==> src/rtl/branch_fetch_redirect.sv <==
// branch_fetch_redirect: IF next-PC selection around the BTB plus ID-stage prediction check and redirect.
// Optional feature macro BRANCH_STATS_EN adds saturating branch_count / mispredict_count outputs.
`ifndef BTB_PREDICT_SIZE
`define BTB_PREDICT_SIZE 2
`endif
`ifndef STRONGLY_NOT_TAKEN
`define STRONGLY_NOT_TAKEN 2'b00
`endif
`ifndef WEAKLY_NOT_TAKEN
`define WEAKLY_NOT_TAKEN 2'b01
`endif
`ifndef WEAKLY_TAKEN
`define WEAKLY_TAKEN 2'b10
`endif
`ifndef STRONGLY_TAKEN
`define STRONGLY_TAKEN 2'b11
`endif

module branch_fetch_redirect #(
    parameter int DATA_WIDTH = 32,
    parameter logic [DATA_WIDTH-1:0] RESET_PC = '0
) (
    input  logic                         clk,
    input  logic                         rst,
    input  logic                         en,
    input  logic                         IF_hit,
    input  logic [`BTB_PREDICT_SIZE-1:0] taken,
    input  logic [DATA_WIDTH-1:0]        btb_branch_addr,
    input  logic                         ID_branch,
    input  logic                         ID_branch_taken,
    input  logic [DATA_WIDTH-1:0]        ID_branch_addr,
`ifdef BRANCH_STATS_EN
    output logic [31:0]                  branch_count,
    output logic [31:0]                  mispredict_count,
`endif
    output logic [DATA_WIDTH-1:0]        pc,
    output logic [DATA_WIDTH-1:0]        IF_predict_addr,
    output logic [DATA_WIDTH-1:0]        ID_branch_pc,
    output logic                         misprediction,
    output logic                         IF_flush
);
    logic                  pred_taken_now;
    logic [DATA_WIDTH-1:0] pred_next;
    logic [DATA_WIDTH-1:0] correct_pc;
    logic                  id_valid;
    logic                  id_pred_taken;
    logic [DATA_WIDTH-1:0] id_pred_target;

    // IF prediction from the BTB and ID check of the prediction carried from IF
    always_comb begin
        pred_taken_now  = IF_hit && (taken == `STRONGLY_TAKEN || taken == `WEAKLY_TAKEN);
        IF_predict_addr = pc + DATA_WIDTH'(4);
        pred_next       = pred_taken_now ? btb_branch_addr : IF_predict_addr;
        misprediction   = id_valid && ID_branch &&
                          ((id_pred_taken != ID_branch_taken) ||
                           (ID_branch_taken && id_pred_target != ID_branch_addr));
        correct_pc      = ID_branch_taken ? ID_branch_addr : ID_branch_pc + DATA_WIDTH'(4);
        IF_flush        = misprediction;
    end

    // Fetch PC and IF->ID record; a redirect wins over the IF prediction and bubbles ID
    always_ff @(posedge clk) begin
        if (!rst) begin
            pc             <= RESET_PC;
            id_valid       <= 1'b0;
            id_pred_taken  <= 1'b0;
            id_pred_target <= '0;
            ID_branch_pc   <= '0;
        end else if (en) begin
            if (misprediction) begin
                pc       <= correct_pc;
                id_valid <= 1'b0;
            end else begin
                pc             <= pred_next;
                ID_branch_pc   <= pc;
                id_pred_taken  <= pred_taken_now;
                id_pred_target <= pred_next;
                id_valid       <= 1'b1;
            end
        end
    end

`ifdef BRANCH_STATS_EN
    // Saturating counts of resolved branches and mispredictions
    always_ff @(posedge clk) begin
        if (!rst) begin
            branch_count     <= '0;
            mispredict_count <= '0;
        end else if (en) begin
            if (id_valid && ID_branch && branch_count != '1)
                branch_count <= branch_count + 32'd1;
            if (misprediction && mispredict_count != '1)
                mispredict_count <= mispredict_count + 32'd1;
        end
    end
`endif
endmodule

==> config.mk <==
export PLATFORM = sky130hd
export DESIGN_NAME = branch_fetch_redirect
export DESIGN_NICKNAME = d
export VERILOG_FILES = /design/src/rtl/branch_fetch_redirect.sv
export SDC_FILE = /design/constraint.sdc
export NUM_CORES = 1
export LEC_CHECK = 0
export ABC_AREA = 1
export CORE_MARGIN = 1.5
export CORE_UTILIZATION = 35
export CTS_CLUSTER_DIAMETER = 60
export CTS_CLUSTER_SIZE = 14
export DETAILED_ROUTE_END_ITERATION = 8
export GPL_ROUTABILITY_DRIVEN = 1
export GPL_TIMING_DRIVEN = 0
export RECOVER_POWER = 50
export SETUP_SLACK_MARGIN = 0.02
export SLEW_MARGIN = 10
export SYNTH_ARGS = -nofsm -noshare
export SYNTH_HDL_FRONTEND = slang
export SYNTH_SLANG_ARGS = --single-unit
==> constraint.sdc <==
create_clock -name clk -period 2.3 [get_ports clk]
set_input_delay 0.46 -clock clk [delete_from_list [all_inputs] [get_ports clk]]
set_output_delay 0.46 -clock clk [all_outputs]
set_load 0.05 [all_outputs]
# == Word level (Yosys, flattened, before mapping) ==
# Index checks and enable logic that the tools add are counted.
# word_totals
output_inout_bits,98
ram_bits,0
elab_cells,23
latch_bits,0
mem_count,0
register_bits,98
input_bits,72
romBits,0
# op_classes
eq_ne,4
addsub,2
n_bitwise,1
div_mod_pow,0
order_cmp,0
shift,0
muxes,4
mul,0
reduce_logical,7
# op_table
op,n
$mux W32,3
$add A32 B3 Y32 const B,2
$ne A32 B32 Y1,1
$eq A2 B2 Y1 const B,2
$logic_and A1 B1 Y1,4
$logic_or A1 B1 Y1,2
$reduce_and A2 Y1,1
$mux W1,1
$ne A1 B1 Y1,1
$not A1 Y1,1

# == Depth between registers and ports, before layout ==
# Gate-level depths: netlist of run 1.
# depth
word_depth,6
depth_mapped,16
ltp_nobuf,14

# == Worst setup path after synthesis of run 1 ==
# OpenSTA, ideal clock, no wires.
# synth_path
path_type,reg2reg
start,register pc[2]
end,register pc[19]
slack_ns,-0.673
setup_time_ns,0.057
path_stages_with_launch,12
n_path_buf,0
required_time_ns,2.243
synth_period_minus_slack_ns,2.973
arrival_ns,2.917
cell_sequence,dfxtp_1 inv_1 nor2_2 nand3_1 nor2_1 xor2_1 nand2_1 nand2_1 nand3_1 nand3_1 nand2_1 inv_1
# synth_between
elab_chain_len,3
# synth_rtl
item,line,source
"start, declared",36,"output logic [DATA_WIDTH-1:0] pc,"
"start signal, assigned",71,pc <= correct_pc;
"start signal, assigned",74,pc <= pred_next;
$add A32 B3 Y32,52,IF_predict_addr = pc + DATA_WIDTH'(4);
via IF_predict_addr[19],37,"output logic [DATA_WIDTH-1:0] IF_predict_addr,"
$mux W32,53,pred_next = pred_taken_now ? btb_branch_addr : IF_predict_addr;
$mux W32,70,if (misprediction) begin
# The timed path passes the listed nets, and every way through them passes these cells.
# A chain may end at the register's enable or synchronous reset.

# == Worst setup path after layout of run 1 ==
# layout_path
start,register id_pred_target[7]
end,output port misprediction
# layout_between
elab_chain_len,4
# layout_rtl
item,line,source
"start, declared",47,logic [DATA_WIDTH-1:0] id_pred_target;
"start signal, assigned",77,id_pred_target <= pred_next;
$ne A32 B32 Y1,56,(ID_branch_taken && id_pred_target != ID_branch_addr));
$logic_and A1 B1 Y1,56,
$logic_or A1 B1 Y1,55,((id_pred_taken != ID_branch_taken) ||
$logic_and A1 B1 Y1,54,misprediction = id_valid && ID_branch &&
"end, declared",39,"output logic misprediction,"
# Every way passes these cells.

==> impl_metrics.json, run 1 <==
{
  "power.total_uw": 4720,
  "dieHeight_um": 141,
  "cts.sinks": 98,
  "drt_iter0_markers": 601,
  "hp-class": "flip-flop to flip-flop",
  "pin_count": 170,
  "synth_area_mm2": 0.00666,
  "synth_cells": 1169,
  "portBuffers": 166,
  "tritoncts": "yes",
  "htree_levels": 3,
  "yosys_register_bits": 98,
  "async_reset_ff_share_pct": 0,
  "finalHoldViolations": 0,
  "worst_slack_ps": -141,
  "violations": "setup timing",
  "clk_latency_ps": 360,
  "status": "finished, violations left",
  "die_area_mm2": 0.0199,
  "critPathKind": "flip-flop to output pin",
  "cp_max_fo": 3,
  "grt.overflow.total": 0,
  "grt_setup_unrepaired": "yes",
  "seq_area_frac_synth_pct": 29.4,
  "grtUsageMet2_pct": 43.1,
  "drc": 0,
  "antenna_found_initial": 0,
  "p_per_area_mw_per_mm2": 475,
  "cts-root-buf": "clkbuf_16",
  "row_count": 50,
  "fp.dieW_um": 141,
  "cp.required_ps": 1840,
  "numCtsBuffers": 9,
  "final_layout_size_suffix_gt1_share_pct": 18.4,
  "power.leakage_uw": 0.00442,
  "yosys_warnings": 0,
  "pwr-share-comb_pct": 27.4,
  "grtUsageMet1_pct": 39.0,
  "wl_per_cell_um": 16.8,
  "critPathLaunchType": "flip-flop",
  "tightest_slew_ps": 696,
  "max_slew_margin_pct": 53.6,
  "grt-busiest-layer": "met2",
  "cap_violations": 0,
  "whs_ps": 468,
  "clk_pin_slew_ps": 80,
  "first_pass_iters": 5,
  "switchingPower_uw": 1710,
  "core_mm2": 0.0187,
  "syn_avg_cell_area_um2": 5.70,
  "grt_pass1_wl_um": 41400,
  "globalplace.congestion": 0.934,
  "setup_viol": 6,
  "slew_viol_final": 0,
  "syn_nets": 1243,
  "dp_hpwl_um": 21800,
  "netSwitchingFraction_pct": 36.3,
  "finalWirelength_um": 27600,
  "clock_path_buffers": 2,
  "period_share_pct": 106,
  "arrival_ps": 1980,
  "antenna_left": 0,
  "max_freq_mhz": 410,
  "power.share.sequential_pct": 40.5,
  "diodes": 0,
  "grt_pass1_vias": 7465,
  "vias_per_cell": 4.93,
  "p_clk_share_pct": 32.0,
  "track_usage_pct": 27.6,
  "layout_min_cycle_time_ps": 2440,
  "endpoint_kind": "output pin",
  "critical_path.startpoint": "id_pred_target[7]$_SDFFE_PN0P_",
  "syn2layout_area_growth_pct": 48.9,
  "p_int_uw": 3000,
  "cts_hold_buf": 0,
  "synth_edf_count": 0,
  "nets": 1479,
  "final_core_utilization_pct": 53.0,
  "start_util_pct": 35.6,
  "grt_max_degree": 19,
  "clock-skew-final_ps": 14.2,
  "ir_drop_uv": 287,
  "timing.rr.start": "id_pred_target[7]$_SDFFE_PN0P_",
  "ys_types": 31,
  "hp-start": "id_pred_target[1]$_SDFFE_PN0P_",
  "synth_flop_cell": "dfxtp_1",
  "num_vias": 8097,
  "globalRouteMet3Util_pct": 4.59
}
==> power by group through the flow <==
| stage | Sequential [µW] | Combinational [µW] | Clock (µW) |
|---|---|---|---|
| after floorplan | 2130 | 547 | 0 |
| after global placement | 1970 | 1210 | 0 |
| after detailed placement | 1970 | 1210 | 0 |
| after CTS | 1920 | 1230 | 1520 |
| after global routing | 1930 | 1390 | 1600 |
| final | 1910 | 1290 | 1510 |
==> placed cells by master, fill, tap and decap left out, drive strengths merged <==
cell,synthesis,final
nand4,38,38
clkdlybuf4s50,0,75
clkinv,2,4
clkbuf,33,47
and2,2,2
nand3,78,78
nor2,199,199
nand2,441,441
a31oi,1,1
nor4,1,1
or2,5,5
dlygate4sd3,0,27
nor3,4,4
a21oi,37,37
nor3b,1,1
xnor2,9,9
inv,101,102
o21bai,2,2
xor2,26,26
nand3b,12,12
clkdlybuf4s15,0,2
o22ai,5,5
buf,22,108
dfxtp,98,98
clkinvlp,0,4
o21ai,50,50
dlygate4sd2,0,30
ha,2,2
==> per-stage QoR <==
stage	TNS [ps]	worst slack, ps	cell area, µm²	cells
after floorplan	-359	-80.4	6860	1169
after global placement	-39440	-1120	8820	1569
after detailed placement	-41320	-1130	8820	1569
after CTS	-265	-136	9470	1614
after global routing	-1390	-260	9920	1644
final	-314	-141	9920	1644
==> repair_timing <==
action | CTS | global route
hold endpoints to repair | 0 | 0
buffers inserted | 29 | 31
gates resized for setup | 291 | 108
endpoints found under the setup margin | 49 | 55
pin swaps | 24 | 26
gates cloned | 0 | 0
==> cells by family (layout without fill, tap and decap cells) <==
group / after synthesis / in the layout / synth area share, %
and+or+nand+nor: 781 / 781 / 48.4
buffers and inverters: 158 / 399 / 9.88
DFF: 98 / 98 / 29.4
adders and majority gates: 2 / 2 / 0.376
AOI/OAI and AO/OA: 95 / 95 / 7.32
xor gates and xnor gates: 35 / 35 / 4.60
==> layer usage <==
| metal | vias to the layer above | wire (µm) |
|---|---|---|
| met5 | - | 0 |
| met4 | 0 | 583 |
| met3 | 37 | 2010 |
| met2 | 293 | 12200 |
| met1 | 3629 | 12800 |
| li1 | 4138 | - |
==> path summary, 6_finish.rpt <==
path / endpoint / slack (ps) / cells after the start
max: misprediction / -140 / 14
min: id_pred_target[1]$_SDFFE_PN0P_ / 470 / 2
max reg2reg: ID_branch_pc[8]$_SDFFE_PN0P_ / 110 / 16
min reg2reg: id_pred_target[1]$_SDFFE_PN0P_ / 470 / 2
==> registers in the layout, summed over array words and instances (netlist names) <==
signal	cells
ID_branch_pc	32
id_pred_target	32
pc	32
id_pred_taken	1
id_valid	1
==> cells in the mapped netlist, types with 2 or more instances <==
cell type / instances / area (µm²)
nand2_1: 438 / 1640
nor2_1: 194 / 728
inv_1: 100 / 375
dfxtp_1: 98 / 1960
nand3_1: 78 / 390
o21ai_0: 44 / 220
nand4_1: 38 / 238
a21oi_1: 37 / 185
clkbuf_1: 33 / 124
xor2_1: 26 / 228
nand3b_1: 12 / 90.1
buf_4: 10 / 75.1
xnor2_1: 9 / 78.8
o21ai_1: 6 / 30.0
buf_1: 5 / 18.8
nor2_2: 5 / 31.3
o22ai_1: 5 / 31.3
or2_2: 5 / 31.3
buf_2: 4 / 20.0
nor3_1: 4 / 20.0
buf_6: 3 / 33.8
and2_1: 2 / 12.5
clkinv_1: 2 / 7.51
ha_1: 2 / 25.0
nand2_2: 2 / 12.5
o21bai_1: 2 / 15.0
==> worst max-delay path, cell delays in order (launching register included) <==
cell,delay (ps)
dfxtp_2,370
inv_1,50
nand2_1,50
nand2_1,40
nor2_1,80
nand2_1,60
nor2_1,120
nand2_1,70
nor2_1,120
nand2_2,100
nand2_4,80
buf_8,110
clkinvlp_4,100
buf_8,120
buf_8,140
==> area by class of cell <==
| type | instances | area, µm² |
|---|---|---|
| fill | 1946 | 8790 |
| multi-input combinational | 913 | 4520 |
| sequential | 98 | 2050 |
| clock inverter | 7 | 60.1 |
| timing repair buffer | 225 | 2070 |
| tap | 234 | 293 |
| buffer | 55 | 300 |
| clock buffer | 9 | 225 |
| inverter | 103 | 397 |
(Power assumes the default switching activity.)
==> run 2, diff against run 1 <==
CTS_CLUSTER_SIZE = 28   (was 14)
==> results of run 2 <==
Final layout, timing and power as in run 1 (identical DEF).
